File: config.mk
export PLATFORM = sky130hd
export DESIGN_NAME = cdma_cfg_master
export DESIGN_NICKNAME = d
export VERILOG_FILES = /design/src/rtl/cdma_pkg.sv /design/src/rtl/cdma_cfg_master_wr.sv /design/src/rtl/cdma_cfg_master.sv
export SDC_FILE = /design/constraint.sdc
export NUM_CORES = 1
export LEC_CHECK = 0
export ABC_CLOCK_PERIOD_IN_PS = 7700
export CAP_MARGIN = 25
export CORE_MARGIN = 2
export CORE_UTILIZATION = 45
export CTS_BUF_LIST = sky130_fd_sc_hd__clkbuf_8
export CTS_CLUSTER_DIAMETER = 100
export DETAILED_ROUTE_END_ITERATION = 10
export PLACE_DENSITY = 0.8
export SLEW_MARGIN = 0
export SYNTH_ARGS = -nofsm -noshare
export SYNTH_HDL_FRONTEND = slang
export SYNTH_SLANG_ARGS = --single-unit
File: constraint.sdc
create_clock -name clk -period 7.7 [get_ports clk]
set_input_delay 1.155 -clock clk [delete_from_list [all_inputs] [get_ports clk]]
set_output_delay 1.155 -clock clk [all_outputs]
set_load 0.1 [all_outputs]
File: src/rtl/cdma_pkg.sv
// Shared definitions for the CDMA configuration master: register offsets,
// controller states and completion codes.
package cdma_pkg;

  localparam int SA_OFF_DEF  = 'h18;
  localparam int DA_OFF_DEF  = 'h20;
  localparam int BTT_OFF_DEF = 'h28;
  localparam int SR_OFF_DEF  = 'h04;

  typedef enum logic [2:0] {
    IDLE,
    WR_REQ,
    WR_RESP,
    RD_REQ,
    RD_RESP,
    FINISH
  } state_t;

  typedef enum logic [1:0] {
    ERR_NONE = 2'b00,
    ERR_ZLEN = 2'b01,
    ERR_SLV  = 2'b10,
    ERR_TMO  = 2'b11
  } err_code_t;

endpackage

File: src/rtl/cdma_cfg_master_wr.sv
// Single AXI4-Lite write: AW and W raised together on start, each dropped after
// its own handshake; the B phase is opened by the controller via resp_phase.
module axil_wr_single
  import cdma_pkg::*;
#(
  parameter int ADDR_W = 10,
  parameter int DATA_W = 32
) (
  input  logic              clk,
  input  logic              rst_n,
  input  logic              start,
  input  logic [ADDR_W-1:0] addr,
  input  logic [DATA_W-1:0] data,
  input  logic              resp_phase,
  output logic              req_done,
  output logic              b_fire,
  output logic              b_err,
  output logic [ADDR_W-1:0] awaddr,
  output logic              awvalid,
  input  logic              awready,
  output logic [DATA_W-1:0] wdata,
  output logic              wvalid,
  input  logic              wready,
  input  logic [1:0]        bresp,
  input  logic              bvalid,
  output logic              bready
);

  logic aw_done;
  logic w_done;

  // NOTE: sequential state uses non-blocking assignments so every register
  // samples pre-edge values regardless of statement order.
  always_ff @(posedge clk) begin
    if (!rst_n) begin
      awaddr  <= '0;
      wdata   <= '0;
      awvalid <= 1'b0;
      wvalid  <= 1'b0;
      aw_done <= 1'b0;
      w_done  <= 1'b0;
    end else if (start) begin
      awaddr  <= addr;
      wdata   <= data;
      awvalid <= 1'b1;
      wvalid  <= 1'b1;
      aw_done <= 1'b0;
      w_done  <= 1'b0;
    end else begin
      if (awvalid && awready) begin
        awvalid <= 1'b0;
        aw_done <= 1'b1;
      end
      if (wvalid && wready) begin
        wvalid <= 1'b0;
        w_done <= 1'b1;
      end
    end
  end

  // Flags are registered, so a same-cycle AW+W handshake is seen one cycle later.
  assign req_done = aw_done & w_done;
  assign bready   = resp_phase;
  assign b_fire   = bvalid & resp_phase;
  assign b_err    = (bresp != 2'b00);

endmodule

File: src/rtl/cdma_cfg_master.sv
// Programs a simple-mode CDMA (SA, DA, BTT) per start request over AXI4-Lite,
// checks every response and optionally polls the status register for idle.
module cdma_cfg_master
  import cdma_pkg::*;
#(
  parameter int ADDR_W   = 10,
  parameter int DATA_W   = 32,
  parameter int LEN_W    = 26,
  parameter int SA_OFF   = SA_OFF_DEF,
  parameter int DA_OFF   = DA_OFF_DEF,
  parameter int BTT_OFF  = BTT_OFF_DEF,
  parameter int SR_OFF   = SR_OFF_DEF,
  parameter int IDLE_BIT = 1,
  parameter bit POLL_EN  = 1'b1,
  parameter int POLL_MAX = 1024
) (
  input  logic              clk,
  input  logic              rst_n,
  input  logic              dma_en,
  input  logic [DATA_W-1:0] src_addr,
  input  logic [DATA_W-1:0] dst_addr,
  input  logic [LEN_W-1:0]  byte_len,
  output logic              busy,
  output logic              done,
  output logic              err,
  output logic [1:0]        err_code,
  output logic [ADDR_W-1:0] awaddr,
  output logic              awvalid,
  input  logic              awready,
  output logic [DATA_W-1:0] wdata,
  output logic              wvalid,
  input  logic              wready,
  input  logic [1:0]        bresp,
  input  logic              bvalid,
  output logic              bready,
  output logic [ADDR_W-1:0] araddr,
  output logic              arvalid,
  input  logic              arready,
  input  logic [DATA_W-1:0] rdata,
  input  logic [1:0]        rresp,
  input  logic              rvalid,
  output logic              rready
);

  localparam int CNT_W = $clog2(POLL_MAX + 1);

  state_t            state_q, state_n;
  err_code_t         code_q, code_n;
  logic [1:0]        idx_q, idx_n;
  logic [CNT_W-1:0]  poll_q, poll_n;
  logic              arvalid_q, arvalid_n;
  logic [ADDR_W-1:0] araddr_q, araddr_n;
  logic [DATA_W-1:0] sa_q, da_q;
  logic [LEN_W-1:0]  len_q;
  logic              latch;
  logic              wr_start, wr_req_done, wr_b_fire, wr_b_err;
  logic [ADDR_W-1:0] wr_addr;
  logic [DATA_W-1:0] wr_data;
  logic              sr_idle;

  assign sr_idle = |(rdata & (DATA_W'(1) << IDLE_BIT));

  // NOTE: every always_comb output gets a default first, so no path can
  // leave a signal unassigned and infer a latch.
  always_comb begin
    state_n   = state_q;
    code_n    = code_q;
    idx_n     = idx_q;
    poll_n    = poll_q;
    arvalid_n = arvalid_q;
    araddr_n  = araddr_q;
    latch     = 1'b0;
    wr_start  = 1'b0;
    unique case (state_q)
      IDLE: if (dma_en) begin
        latch  = 1'b1;
        code_n = ERR_NONE;
        idx_n  = 2'd0;
        poll_n = '0;
        if (byte_len == '0) begin
          code_n  = ERR_ZLEN;
          state_n = FINISH;
        end else begin
          wr_start = 1'b1;
          state_n  = WR_REQ;
        end
      end
      WR_REQ: if (wr_req_done) state_n = WR_RESP;
      WR_RESP: if (wr_b_fire) begin
        if (wr_b_err) begin
          code_n  = ERR_SLV;
          state_n = FINISH;
        end else if (idx_q != 2'd2) begin
          idx_n    = idx_q + 2'd1;
          wr_start = 1'b1;
          state_n  = WR_REQ;
        end else if (POLL_EN) begin
          arvalid_n = 1'b1;
          araddr_n  = ADDR_W'(SR_OFF);
          state_n   = RD_REQ;
        end else begin
          state_n = FINISH;
        end
      end
      RD_REQ: if (arready) begin
        arvalid_n = 1'b0;
        state_n   = RD_RESP;
      end
      RD_RESP: if (rvalid) begin
        if (rresp != 2'b00) begin
          code_n  = ERR_SLV;
          state_n = FINISH;
        end else if (sr_idle) begin
          state_n = FINISH;
        end else begin
          poll_n = poll_q + CNT_W'(1);
          if (poll_q + CNT_W'(1) == CNT_W'(POLL_MAX)) begin
            code_n  = ERR_TMO;
            state_n = FINISH;
          end else begin
            arvalid_n = 1'b1;
            state_n   = RD_REQ;
          end
        end
      end
      FINISH:  state_n = IDLE;
      default: state_n = IDLE;
    endcase
  end

  // The first write is launched from IDLE, before the latches hold src_addr.
  always_comb begin
    wr_addr = ADDR_W'(SA_OFF);
    wr_data = (state_q == IDLE) ? src_addr : sa_q;
    case (idx_n)
      2'd1: begin
        wr_addr = ADDR_W'(DA_OFF);
        wr_data = da_q;
      end
      2'd2: begin
        wr_addr = ADDR_W'(BTT_OFF);
        wr_data = DATA_W'(len_q);
      end
      default: ;
    endcase
  end

  always_ff @(posedge clk) begin
    if (!rst_n) begin
      state_q   <= IDLE;
      code_q    <= ERR_NONE;
      idx_q     <= 2'd0;
      poll_q    <= '0;
      arvalid_q <= 1'b0;
      araddr_q  <= '0;
      sa_q      <= '0;
      da_q      <= '0;
      len_q     <= '0;
    end else begin
      state_q   <= state_n;
      code_q    <= code_n;
      idx_q     <= idx_n;
      poll_q    <= poll_n;
      arvalid_q <= arvalid_n;
      araddr_q  <= araddr_n;
      if (latch) begin
        sa_q  <= src_addr;
        da_q  <= dst_addr;
        len_q <= byte_len;
      end
    end
  end

  axil_wr_single #(
    .ADDR_W(ADDR_W),
    .DATA_W(DATA_W)
  ) u_wr (
    .clk       (clk),
    .rst_n     (rst_n),
    .start     (wr_start),
    .addr      (wr_addr),
    .data      (wr_data),
    .resp_phase(state_q == WR_RESP),
    .req_done  (wr_req_done),
    .b_fire    (wr_b_fire),
    .b_err     (wr_b_err),
    .awaddr    (awaddr),
    .awvalid   (awvalid),
    .awready   (awready),
    .wdata     (wdata),
    .wvalid    (wvalid),
    .wready    (wready),
    .bresp     (bresp),
    .bvalid    (bvalid),
    .bready    (bready)
  );

  assign busy     = (state_q != IDLE);
  assign done     = (state_q == FINISH);
  assign err      = done && (code_q != ERR_NONE);
  assign err_code = code_q;
  assign arvalid  = POLL_EN & arvalid_q;
  assign araddr   = POLL_EN ? araddr_q : '0;
  assign rready   = POLL_EN & (state_q == RD_RESP);

endmodule

---- Yosys cells after proc, flatten, opt, wreduce, memory -nomap -nowiden ----
Index checks and enable logic that the tools add are counted.
word-level totals
  bits in registers ....................... 156
  output and inout bits ................... 62
  logic and storage cells ................. 119
cells by class
  add/sub/neg operators ................... 2
  eq/ne operators ......................... 22
  muxes and demuxes ....................... 55
  bitwise gates (word level) .............. 5
  reductions and logical operators ........ 20
operator list
  operator                                             count
  one-hot mux 32 bit (2 select lines)                  1
  2-to-1 mux 11 bit                                    4
  2-to-1 mux 32 bit                                    1
  2-to-1 mux 3 bit                                     10
  logical NOT 26 bit                                   1
  2-to-1 mux 2 bit                                     12
  inequality test 2 bit, second input constant         11
  one-hot mux 11 bit (2 select lines)                  1
  2-to-1 mux 1 bit                                     20
  one-hot mux 3 bit (5 select lines)                   1
  one-hot mux 6 bit (2 select lines)                   1
  nonzero test 2 bit                                   6
  adder 11 x 1 -> 11 bit, second input constant        1
  equality test 11 bit, second input constant          1
  AND reduction 5 bit                                  2
  AND reduction 9 bit                                  1
  nonzero test 3 bit                                   3
  AND reduction 7 bit                                  1
  equality test 3 x 2 -> 1 bit, second input constant  2
  equality test 3 bit, second input constant           2
  one-hot mux 2 bit (3 select lines)                   1
  one-hot mux 2 bit (2 select lines)                   1
  AND reduction 4 bit                                  1
  equality test 3 x 1 -> 1 bit, second input constant  1
  other kinds (13)                                     18

---- Logic depth before layout (Yosys ltp) ----
Gate-level depths: netlist of run 1.
  word-level depth ........................ 7
  gate-level depth with buffers ........... 13

---- Modules after synthesis ----
From an unflattened synthesis of run 1, not the netlist that was laid out.
unflattened totals
  cell total of the unflattened synthesis .. 904
  area, all modules ....................... 7249.5 sq um
modules (own cells, without submodules)
  module           times used  cells an instance  area an instance (sq um)
  cdma_cfg_master  1           752                5459.0
  axil_wr_single   1           152                1790.5

---- Least setup slack after synthesis of run 1 ----
OpenSTA, ideal clock, no wires.
  kind .................................... reg2out
  start ................................... register state_q[0]
  end ..................................... output port err
  data arrival time ....................... 2.451 ns
  data required time ...................... 6.545 ns
  slack ................................... 4.094 ns
  cell stages (with the launch flop) ...... 5
  path buffers ............................ 2
  path through ............................ dfxtp_1 > clkbuf_1 > clkbuf_1 > and2_1 > o21a_1
on the way
  word-level cells in the longest chain between the ends .. 2
ends and longest elaborated chain
  element                 RTL line                source
  from (decl)             cdma_cfg_master.sv:47   state_t state_q, state_n;
  from (signal assigned)  cdma_cfg_master.sv:160  state_q <= state_n;
  equality test 3 bit     cdma_cfg_master.sv:199  assign done = (state_q == FINISH);
  named net done          cdma_cfg_master.sv:24   output logic done,
  logical AND 1 bit       cdma_cfg_master.sv:200  assign err = done && (code_q != ERR_NONE);
  to (decl)               cdma_cfg_master.sv:25   output logic err,
The timed path passes the listed nets, and every way through them passes these cells.

---- Final worst setup path of run 1 ----
  start ................................... input port bresp[1]
  end ..................................... register u_wr.wdata[25]
on the way
  word-level cells in the longest chain between the ends .. 6
ends and longest elaborated chain
  element                                                              RTL line                  source
  from (decl)                                                          cdma_cfg_master.sv:33     input logic [1:0] bresp,
  nonzero test 2 bit *                                                 cdma_cfg_master_wr.sv:65  assign b_err = (bresp != 2'b00);
  2-to-1 mux 2 bit                                                     cdma_cfg_master.sv:90     if (wr_b_err) begin
  2-to-1 mux 2 bit                                                     cdma_cfg_master.sv:89     WR_RESP: if (wr_b_fire) begin
  one-hot mux 2 bit (2 select lines)                                   cdma_cfg_master.sv:74     unique case (state_q)
  equality test 2 bit or equality test 2 x 1 -> 1 bit (tied branches)  cdma_cfg_master.sv:135    case (idx_n)
  one-hot mux 32 bit (2 select lines)                                  cdma_cfg_master.sv:135
  to (signal assigned)                                                 cdma_cfg_master_wr.sv:44  wdata <= data;
  to (decl)                                                            cdma_cfg_master_wr.sv:21  output logic [DATA_W-1:0] wdata,
Mark *: on every way between the ends. The rest lies on a longest branch, timed or not.
A chain may end at the register's enable or synchronous reset.

==> results of run 1 <==
flip-flops by register name, indices dropped and copies added (netlist names):
name and cells:
araddr 1, u_wr.awaddr 3, state_q 3, u_wr.aw_done 1, len_q 26, u_wr.w_done 1, u_wr.wdata 32, err_code 2
idx_q 2, sa_q 32, poll_q 11, u_wr.wvalid 1, arvalid 1, u_wr.awvalid 1, da_q 32
metrics by stage:
step | total power, mW | area [um^2] | util
floorplan | 1.15 | 6810 | -
global placement | 1.28 | 8220 | 0.563
detailed placement | 1.28 | 8220 | 0.563
CTS | 1.92 | 8650 | 0.593
global route | 1.99 | 8680 | 0.595
finish | 1.92 | 8680 | 0.595
logic make-up (layout without fill, tap and decap cells):
group	Yosys count	count (layout)
flip-flops	149	149
other	1	16
buffers and inverters	98	200
AND/OR/NAND/NOR	406	406
XOR/XNOR	3	3
adder cells (fa/ha/maj)	5	5
multiplexers	3	3
AO/OA/AOI/OAI	247	247
critical path: cells and delay by family:
family,cells,cell delay (ns)
simple gates,4,0.98
buf+inv,2,0.90
compound gates,4,0.73
fa+ha+maj,1,0.87
power by group:
part | leakage [nW] | total [mW] | switching [mW] | internal (mW)
Combinational | 1.77 | 0.421 | 0.292 | 0.129
Sequential | 1.22 | 0.845 | 0.0285 | 0.817
Clock | 0.206 | 0.651 | 0.310 | 0.341
Total | 3.19 | 1.92 | 0.631 | 1.29
metal layers:
metal	vias to the layer above	global-route usage
met5	-	0
met1	3178	0.351
met4	0	0.0892
met3	32	0.0498
met2	285	0.355
li1	3313	-
cell type report:
type                            count  area, um^2
Multi-Input combinational cell    680        3420
Clock inverter                     13         169
Fill cell                        1299        5910
Clock buffer                       19         262
Tap cell                          184         230
Sequential cell                   149        2980
Inverter                           10        40.0
Timing Repair Buffer              158        1580
cell usage in the layout, fill, tap and decap left out, types with 8 or more instances in the layout:
cell type	count
sky130_fd_sc_hd__a31oi_1	32
sky130_fd_sc_hd__conb_1	16
sky130_fd_sc_hd__clkdlybuf4s50_1	148
sky130_fd_sc_hd__dfxtp_1	149
sky130_fd_sc_hd__a21oi_1	143
sky130_fd_sc_hd__nor2_1	35
sky130_fd_sc_hd__nand3_1	20
sky130_fd_sc_hd__clkbuf_8	19
sky130_fd_sc_hd__nor3_1	8
sky130_fd_sc_hd__a221oi_1	26
sky130_fd_sc_hd__inv_1	9
sky130_fd_sc_hd__buf_4	9
sky130_fd_sc_hd__nand2_1	304
sky130_fd_sc_hd__o21ai_0	10
worst paths after layout:
| check | depth (start not counted) | to | slack [ns] | startpoint |
|---|---|---|---|---|
| setup / recovery | 11 | u_wr.wdata[25]$_SDFFE_PN0P_ | 3.43 | bresp[1] |
| hold / removal | 2 | da_q[28]$_SDFFE_PN0P_ | 0.45 | da_q[28]$_SDFFE_PN0P_ |
| setup reg to reg | 10 | u_wr.wdata[25]$_SDFFE_PN0P_ | 3.97 | state_q[0]$_SDFFE_PN0P_ |
| hold reg to reg | 2 | da_q[28]$_SDFFE_PN0P_ | 0.45 | da_q[28]$_SDFFE_PN0P_ |
==> run summary, run 1 <==
Measured against its own limit, the worst slew margin works out to 0.293. Hold is met by 0.453 ns. After floorplanning, the core was divided into 44 placement rows. Summed over all nets, wire length on met3 after detailed routing comes to roughly 1500 um. The wire length reported by the detailed router came out at 19700 um. The worst-path cell with the longest stage delay is sky130_fd_sc_hd__ha_2. The detailed-route DRC error count came out at 0.

The floorplan step set the die height to 127 um. Entering global routing, the biggest net connects 94 pins. The largest fanout on the critical path came out at 38. The total overflow left after global routing is 0. The required time of the worst setup path came out at around 8.1 ns. Traced cell by cell, the critical path runs through clkdlybuf4s50_1 > nor3_1 > nand2_1 > nor2_1 > a22oi_1 > ha_2 > buf_4 > a221oi_1 > a31oi_1 > nand2_1 > a21oi_1.

The worst setup path is captured at a flip-flop. The pre-antenna-repair detailed-routing pass consisted of 5 iterations. The initial core utilization came out at 0.463. For this block, wires on met1 add up to 8940 um. The synthesized design spends more area on one cell type than any other, namely sky130_fd_sc_hd__dfxtp_1. In this run, synthesis produced a sequential element count of 149. The global-route wire length before repair came out at 31000 um.

The power per cell area came out at 221 nW/um^2. For this design, the CTS-stage hold fixing added 0 buffers. On the worst path, the slowest cell contributes a delay of 0.87 ns. The number of port buffers came out at approximately 150. The critical path is of the in2reg type. Once the clock tree was built, the resizer swapped 0 gates to a different size. The adder and majority gate portion of the synthesized area came out at 0.00926.

The deepest clock path buffer count came out at 2. The summed negative setup slack over all endpoints is 0 ns. The unique cell type count in the Yosys netlist is 53. CTS placed an instance of sky130_fd_sc_hd__clkbuf_8 at the clock tree root. The XOR/XNOR share of the synthesized area came out at 0.00389. In this run, the number of DRC markers left after iteration 0 of detailed routing was 715. The number of buffers added by the clock tree synthesis step came out at 17. The run finished with clean final reports. Measured along the x axis, the die boundary spans 127 um.

The post-placement cell count is 1180. The area fraction in compound gates after synthesis is 0.223. The remaining number of nets flagged by the antenna check after routing came out at 0. The mux cell area share after synthesis is 0.00444. The full die area is between 15000 and 20000 um^2. The highest layer used for signal routing is met4. The final non-filler cell total came out at 1213. For the worst setup path, the data arrival time is roughly 4.7 ns. The cell that appears most often on the critical path is sky130_fd_sc_hd__nand2_1. The fraction of layout cells with a size suffix above 1 came out at 0.0534. Of the available clock period, the critical path in the final layout requires 0.554. The number of inserted diodes is 0. The number of max-cap violations is 0. The via count of the first global-routing pass is 5963. The hold violation total from the final report is 0. The amount of wire on met2 after detailed routing came out at 8730 um.

The number of antenna violations at the first check in global routing is 0. The total half-perimeter wirelength after legalization and detailed placement is 12900 um. The post-synthesis area per instance is 7.41 um^2.

CTS saw around 150 sinks. The worst setup slack before clock tree synthesis is just over 3 ns. Routability-driven placement finished with a final weighted congestion of about 0.9. CTS built an H-tree with a depth of 4. The worst clock skew on the final layout came out at between 0.01 and 0.015 ns. The path class of the tightest hold or removal check is reg2reg. Dividing the detail-routed wire length by the instance count gives 16.2 um. The count of boundary I/O pins is 196.

The most common cell in the synthesized netlist is sky130_fd_sc_hd__nand2_1. The instance count of the mapped netlist came out at 912. The total count of max-transition violations in the final report came out at 0. The final setup slack of the worst path came out at 3.43 ns. TritonCTS built the clock tree. The via total after detailed routing came out at 6808.

The fraction of synthesis flops using an asynchronous set or reset pin is 0. The maximum clock frequency came out at 234 MHz. For this run, the post-layout net count is 1155. The post-synthesis share of cell area spent on and, or, nand and nor gates is 0.252.

The final critical path time including I/O delays and setup came out at about 4.3 ns. In the global route stage, overall resource usage came out at 0.242. The commonest cells after synthesis are sky130_fd_sc_hd__nand2_1, sky130_fd_sc_hd__dfxtp_1, sky130_fd_sc_hd__a21oi_1, sky130_fd_sc_hd__clkbuf_1, sky130_fd_sc_hd__nor2_1. In this run, synthesis inferred 0 flip-flops with an integrated enable. Relative to the synthesized area, the layout overhead comes to 28.4%. The area share of the leading cell type in the synthesized netlist is 0.441.

After synthesis the cells add up to 6760 um^2. Setup violations remaining at the end of the flow were counted as 0. The clock slew seen by the registers of the worst setup and hold paths is roughly 0.080 ns. The placeable core region came out at 14600 um^2. For this run, the number of Yosys warnings is 0. The number of buffers inserted by post-CTS setup repair came out at 0. For this run, the register share of the synthesized area comes to 0.441. The detailed-route vias per instance came out at 5.61.

The clock latency of the later-clocked register in the worst-skew pair is approximately 0.46 ns. Sorting the synthesized cells by area gives the leading types as sky130_fd_sc_hd__dfxtp_1, sky130_fd_sc_hd__nand2_1, sky130_fd_sc_hd__a21oi_1. Setup repair after global routing left no endpoint under its margin. The largest family of logic cells by synthesized area is simple AND/OR/NAND/NOR gates. The standby leakage power came out at 3.19 nW.

The maximum vdd ir drop is 0.000116 V. STA classifies the critical path startpoint as an input port. The measured slew at the worst slew-check pin is 1.06 ns.

The dominant synthesized flop cell is sky130_fd_sc_hd__dfxtp_1.
(Power assumes the default switching activity.)
==> inputs of run 2 (changes only) <==
--- a/config.mk
+++ b/config.mk
@@ -5,14 +5,14 @@
 export SDC_FILE = /design/constraint.sdc
 export NUM_CORES = 1
 export LEC_CHECK = 0
-export ABC_CLOCK_PERIOD_IN_PS = 7700
+export ABC_CLOCK_PERIOD_IN_PS = 3900
 export CAP_MARGIN = 25
 export CORE_MARGIN = 2
 export CORE_UTILIZATION = 45
 export CTS_BUF_LIST = sky130_fd_sc_hd__clkbuf_8
 export CTS_CLUSTER_DIAMETER = 100
 export DETAILED_ROUTE_END_ITERATION = 10
-export PLACE_DENSITY = 0.8
+export PLACE_DENSITY = 0.83
 export SLEW_MARGIN = 0
 export SYNTH_ARGS = -nofsm -noshare
 export SYNTH_HDL_FRONTEND = slang
==> constraint.sdc (replaced) <==
create_clock -name clk -period 3.9 [get_ports clk]
set_input_delay 0.585 -clock clk [delete_from_list [all_inputs] [get_ports clk]]
set_output_delay 0.585 -clock clk [all_outputs]
set_load 0.1 [all_outputs]
==> run summary, run 2 (synthesized netlist as in run 1, its figures left out) <==
The number of max-cap violations came out at 0 (unchanged). The number of buffers inserted by post-CTS setup repair was 0 (unchanged). The clock slew seen by the registers of the worst setup and hold paths was 0.08 ns (about the same). The buffer type at the clock tree root is sky130_fd_sc_hd__clkbuf_8. The net switching fraction of the power came out at 0.320 (-0.00870). The setup path with the least slack is of type in2reg. The required time of the worst setup path is 4.28 ns (-3.81 ns).

The full die area is 16000 um^2 (unchanged). The endpoint with the worst hold slack is u_wr.wdata[18]$_SDFFE_PN0P_. The share of power burned in the clock network is 0.339 (about the same).

The area taken by flip-flops and latches is 2980 um^2 (unchanged). The number of port buffers came out at 148 (unchanged). The detailed-route vias per instance came out at 5.60 (-0.27%).

The detailed-route DRC error count is 0 (unchanged). The final layout net count came out at 1164 (+0.78%). The global-route wire length before repair came out at 30800 um (-0.76%).

The total count of max-transition violations in the final report came out at 0 (unchanged). The number of buffers added by the clock tree synthesis step is 17 (unchanged). The standby leakage power came out at 3.26 nW (+2.1%). The critical path starts at bresp[1].

The H-tree depth came out at 4 (unchanged). The hold-critical path depth came out at 2 (unchanged). The final setup slack of the worst path is 0.537 ns (-2.89 ns).

The hold violation total from the final report is 0 (unchanged). In this run the most critical hold path is launched from u_wr.wdata[18]$_SDFFE_PN0P_. In the final layout, the registers with the most flip-flops are da_q (32), sa_q (32), u_wr.wdata (32).

The maximum vdd ir drop was 0.000234 V (+100%). The count of endpoints failing setup in the final report is 0 (unchanged). The number of rows in the core area is 44 (unchanged). The total half-perimeter wirelength after legalization and detailed placement came out at 13100 um (+1.6%).

The placeable core region is 14600 um^2 (unchanged). The count of boundary I/O pins is 196 (unchanged). The wire length reported by the detailed router came out at 19400 um (-1.4%). Setup repair after global routing left no endpoint under its margin. The worst clock skew on the final layout came out at 0.00604 ns (-0.00677 ns). The fraction of layout cells with a size suffix above 1 is 0.0655 (+0.0121). The worst hold path belongs to the class reg2reg. The switching component of the power came out at 1.22 mW (+93%). TritonCTS built the clock tree. The sequential cell fraction of total power came out at 0.438 (-0.003).

The TritonCTS sink count is 149 (unchanged). The deepest clock path buffer count is 2 (unchanged). The largest fanout on the critical path is 26 (-32%). The worst reg2reg path endpoint is u_wr.wdata[13]$_SDFFE_PN0P_. The routability-driven placement congestion ratio came out at 0.863 (-3.0%). Derived from the worst setup path, the maximum achievable clock frequency is 297 MHz.

The measured slew at the worst slew-check pin came out at 1.06 ns (+0.00603 ns). The remaining number of nets flagged by the antenna check after routing is 0 (unchanged). The total global routing overflow was 0 (unchanged).

The clock latency of the later-clocked register in the worst-skew pair came out at 0.45 ns (about the same). The worst setup path is captured at a flip-flop. The flow ran to the end, and the final reports show no timing, DRC or antenna violations. The initial core utilization is 0.463 (unchanged). The number of inserted diodes was 0 (unchanged).

The die width is 127 um (unchanged). The die height is 127 um (unchanged). The number of cells traversed by the worst register-to-register path came to 11 (+1). The number of antenna violations at the first check in global routing is 0 (unchanged). The via count of the first global-routing pass came to 6084 (+2.0%). The combinational power share is 0.223 (+0.003). The power per cell area came out at 435 nW/um^2 (+97%). Leaving out fill and tap cells, the most frequent cell in the layout is sky130_fd_sc_hd__nand2_1. The detailed-router iteration count before antenna repair is 5 (unchanged). The global-route usage over all layers is 0.239 (-0.00228). The worst slew margin relative to its limit is 0.289 (-0.00404). The final critical path time including I/O delays and setup came out at 3.36 ns. In the layout the commonest cells are sky130_fd_sc_hd__nand2_1, sky130_fd_sc_hd__dfxtp_1, sky130_fd_sc_hd__a21oi_1, sky130_fd_sc_hd__clkdlybuf4s50_1, sky130_fd_sc_hd__nor2_1. The average wire length per cell after detail routing is 15.9 um (-2.1%). The summed negative setup slack over all endpoints came out at 0 ns (unchanged). The largest net degree at the start of global routing is 68 (-28%). The final-layout fill cell count came to 1282 (-1.3%). The startpoint type of the worst setup path is an input port. The setup slack on the worst flop-to-flop path is 0.59 ns (-3.38 ns). The share of the clock period used by the worst path is 0.862. The number of gates given a new drive strength after cts is 0 (unchanged). The worst register-to-register path begins at state_q[0]$_SDFFE_PN0P_.

The cell internal power dissipation was 2.58 mW (+100%). The post-cts hold buffer count came out at 0 (unchanged). The area added between synthesis and finish came out at 29.2%. The worst setup slack before clock tree synthesis came out at 0.149 ns (-2.88 ns).

The via total after detailed routing is 6840 (+0.47%). The number of DRC violations after detailed-routing iteration 0 came to 768 (+7.4%). The area of combinational cells with multiple inputs is 3420 um^2 (+0.15%).

The data arrival time of the worst path came out at 3.74 ns (-0.91 ns).
-- run 2: power groups by stage --
stage / logic, mW / registers (mW) / clock network, mW
3_3_place_gp: 0.832 / 1.69 / 0
4_1_cts: 0.843 / 1.66 / 1.30
2_1_floorplan: 0.383 / 1.89 / 0
5_1_grt: 0.902 / 1.67 / 1.38
6_report: 0.848 / 1.66 / 1.29
3_5_place_dp: 0.840 / 1.70 / 0
-- run 2: cell type report --
cell class                 instances  area share
tap                              184      0.0264
timing repair buffer             167       0.186
inverter                          10     0.00459
sequential                       149       0.342
clock inverter                    14      0.0212
clock buffer                      18      0.0284
multi-input combinational        680       0.392
-- run 2: per-layer routing --
layer,global-route usage,up-vias,wire (um)
li1,-,3328,-
met1,0.349,3198,8910
met2,0.358,292,8740
met3,0.0426,22,1440
met4,0.0789,0,312
met5,0,-,0
-- run 2: how the worst max path moves through the flow --
stage	end	slack [ns]	depth (start not counted)
after floorplan	err	0.86	4
after global placement	u_wr.wdata[1]$_SDFFE_PN0P_	0.24	11
after detailed placement	u_wr.wdata[10]$_SDFFE_PN0P_	0.15	11
after CTS	u_wr.wdata[5]$_SDFFE_PN0P_	0.59	11
after global routing	u_wr.wdata[1]$_SDFFE_PN0P_	0.31	11
final	u_wr.wdata[13]$_SDFFE_PN0P_	0.54	11
-- run 2: through the flow --
stage / cells / cell area [um^2] / util / power [mW] / hold WS, ns
after CTS: 1222 / 8730 / 0.598 / 3.81 / 0.454
after floorplan: 927 / 6810 / - / 2.28 / 0.432
after detailed placement: 1190 / 8300 / 0.569 / 2.54 / 0.445
after global placement: 1190 / 8300 / 0.569 / 2.53 / 0.438
after global routing: 1222 / 8730 / 0.598 / 3.95 / 0.471
final: 1222 / 8730 / 0.598 / 3.80 / 0.454
-- run 2: worst max-delay path, cell delays in order --
cell                              delay [ns]
sky130_fd_sc_hd__clkdlybuf4s50_1        0.41
sky130_fd_sc_hd__nor3_1                 0.39
sky130_fd_sc_hd__nand2_1                0.22
sky130_fd_sc_hd__nor2_1                 0.23
sky130_fd_sc_hd__a22oi_1                0.18
sky130_fd_sc_hd__inv_1                  0.09
sky130_fd_sc_hd__ha_1                   0.81
sky130_fd_sc_hd__a221oi_1               0.30
sky130_fd_sc_hd__a31oi_1                0.24
sky130_fd_sc_hd__nand2_1                0.09
sky130_fd_sc_hd__a21oi_1                0.17
==> edit: new RTL, settings of run 2 <==
The 6 states of `state_t` get a one-hot encoding in 6 bits.
--- a/src/rtl/cdma_pkg.sv
+++ b/src/rtl/cdma_pkg.sv
@@ -8,11 +8,11 @@
   localparam int SR_OFF_DEF  = 'h04;
 
-  typedef enum logic [2:0] {
-    IDLE,
-    WR_REQ,
-    WR_RESP,
-    RD_REQ,
-    RD_RESP,
-    FINISH
+  typedef enum logic [5:0] {
+    IDLE    = 6'b000001,
+    WR_REQ  = 6'b000010,
+    WR_RESP = 6'b000100,
+    RD_REQ  = 6'b001000,
+    RD_RESP = 6'b010000,
+    FINISH  = 6'b100000
   } state_t;
 
Check against the original RTL: no difference found for any inputs over 4 cycles, from zero or initial values and one cycle with rst_n low; so few cycles prove little.
==> edit against run 2 <==
Worst setup slack gained 190 ps. Critical path type is now flop to primary output. Synthesized cell count grew 1.8%. Cell count grew 1.6%. Sequential cell count grew 3. First-iteration DRC count shrank 21%. Fmax grew 5.8%. Wire length shrank 0.43%. Cell area grew 1.0%. Non-clock buffer count is the same. Area after synthesis grew 0.20%.
Power is not compared: it rests on default switching activity, and its combinational part moved more than twofold at a synthesized area within 25%.
==> edit: results (changes against run 2) <==
metric,value,unit,change
routedWlPerCell,15.57,um,-2.0%
path_clk_slew,80,ps,about the same
viasPerCell,5.553,,-0.80%
cts_setup_buffers,0,,unchanged
port_buffers,148,,unchanged
fin_worst_skew,10.96,ps,+4.918 ps
synth_xor_area_frac,0,,-0.003889
ys_seq_area_frac,0.4495,,+0.007973
grt_antenna_before_repair,0,,unchanged
status,"finished, final reports clean",,
ys_async_sr_fraction,0,,unchanged
clk_latency,460,ps,
drt_iter0_drc,604,,-21%
drive_above_1_share,0.06528,,-0.0002315
h-tree-depth,4,,unchanged
synth_flop_cell,dfxtp_1,,
finalHoldViolCount,0,,unchanged
holdCritStartpoint,u_wr.wdata[12]$_SDFFE_PN0P_,,
synthTopCellsByArea,"dfxtp_1, nand2_1, a21oi_1, clkbuf_1, a221oi_1",,
synth_compound_area_frac,0.2092,,-0.01413
grt-ovfl-total,0,,unchanged
r2r_setup_slack,840,ps,+250 ps
num_antenna_cells,0,,unchanged
grt_pass1_vias,6450,,+6.0%
min_path_type,flop to flop,,
cts_made_buffers,17,,unchanged
ir_drop,380.8,uV,
synth_common_cells,"nand2_1, dfxtp_1, a21oi_1",,
cts_root_buf,clkbuf_8,,
grt_start_max_net_pins,93,,+37%
ys_types,47,,-11%
grt_pass1_wl,31310,um,+1.7%
cts_max_path_buffers,2,,unchanged
reg.largest.list,"da_q (32), sa_q (32), u_wr.wdata (32)",,
firstDrtPassIters,5,,unchanged
cp_max_fo,15,,-42%
synthMuxAreaShare,0.001663,,-0.002781
reg2reg_to,u_wr.wdata[2]$_SDFFE_PN0P_,,
place_congestion,0.9392,,+8.8%
grt_usage,0.2411,,+0.001633
reg2reg_from,state_q[4]$_SDFFE_PN0P_,,
dpl.hpwl,12580,um,-4.2%
cp.arrival,2590,ps,-1150 ps
r2r_cells,13,,+2
yosysWarnings,0,,unchanged
critical_path_class,flop to primary output,,
synthAdderAreaFrac,0.009240,,-0.00001882
crit_end,busy,,
final_nets,1183,,+1.6%
dpl_cell_area,8392,um^2,+1.1%
tightest_slew,1025,ps,-38.94 ps
p_leak,0.003271,uW,
post_cts_resized,0,,unchanged
==> edit: cell type report <==
type                       instances  area (um^2)
inverter                          11        43.79
fill                            1328         5771
sequential                       152         3043
clock inverter                    13        153.9
clock buffer                      19        261.5
timing repair buffer             167         1678
tap                              184        230.2
multi-input combinational        695         3408
==> edit: kinds of logic (layout without fill, tap and decap cells) <==
kind of cell,Yosys count,count (layout)
AND/OR/NAND/NOR,434,434
AO/OA/AOI/OAI,239,239
flip-flops,152,152
buffers and inverters,96,210
adder cells (fa/ha/maj),5,5
other,1,16
multiplexers,1,1
==> edit: power breakdown <==
group	leakage [uW]	switching (uW)	internal, uW	total (uW)
clock network	0.000214	600	662	1260
logic	0.00181	1410	566	1970
registers	0.00124	116	1770	1880
==> edit: stage by stage <==
step | util | setup slack [ps] | power (uW) | std cells
after floorplan | - | 323.4 | 3310 | 943
after global placement | 0.5752 | 615.4 | 3839 | 1208
after detailed placement | 0.5752 | 604.8 | 3867 | 1208
after CTS | 0.6037 | 724.9 | 5120 | 1240
after global routing | 0.6045 | 527.4 | 5364 | 1241
final | 0.6045 | 722.3 | 5118 | 1241
==> edit: metal layers <==
metal,wire [um],vias to the layer above,track usage
met5,0,-,0
met4,488,0,0.1073
met3,1245,35,0.04850
met2,9313,285,0.3897
met1,8274,3202,0.3123
li1,-,3369,-
==> edit: how the worst min path moves through the flow <==
stage | endpoint | slack (ps) | cells after the start
floorplan | da_q[0]$_SDFFE_PN0P_ | 440 | 2
global placement | u_wr.wdata[1]$_SDFFE_PN0P_ | 440 | 2
detailed placement | u_wr.wdata[8]$_SDFFE_PN0P_ | 440 | 2
CTS | u_wr.wdata[8]$_SDFFE_PN0P_ | 450 | 2
global route | sa_q[13]$_SDFFE_PN0P_ | 470 | 2
finish | u_wr.wdata[12]$_SDFFE_PN0P_ | 450 | 2
==> edit: critical path: stages, from the launching register on <==
cell      delay, ps
dfxtp_1         360
or4_1           660
nor2_4          170
buf_4           260
clkinv_1        210
buf_4           260
buf_12          190
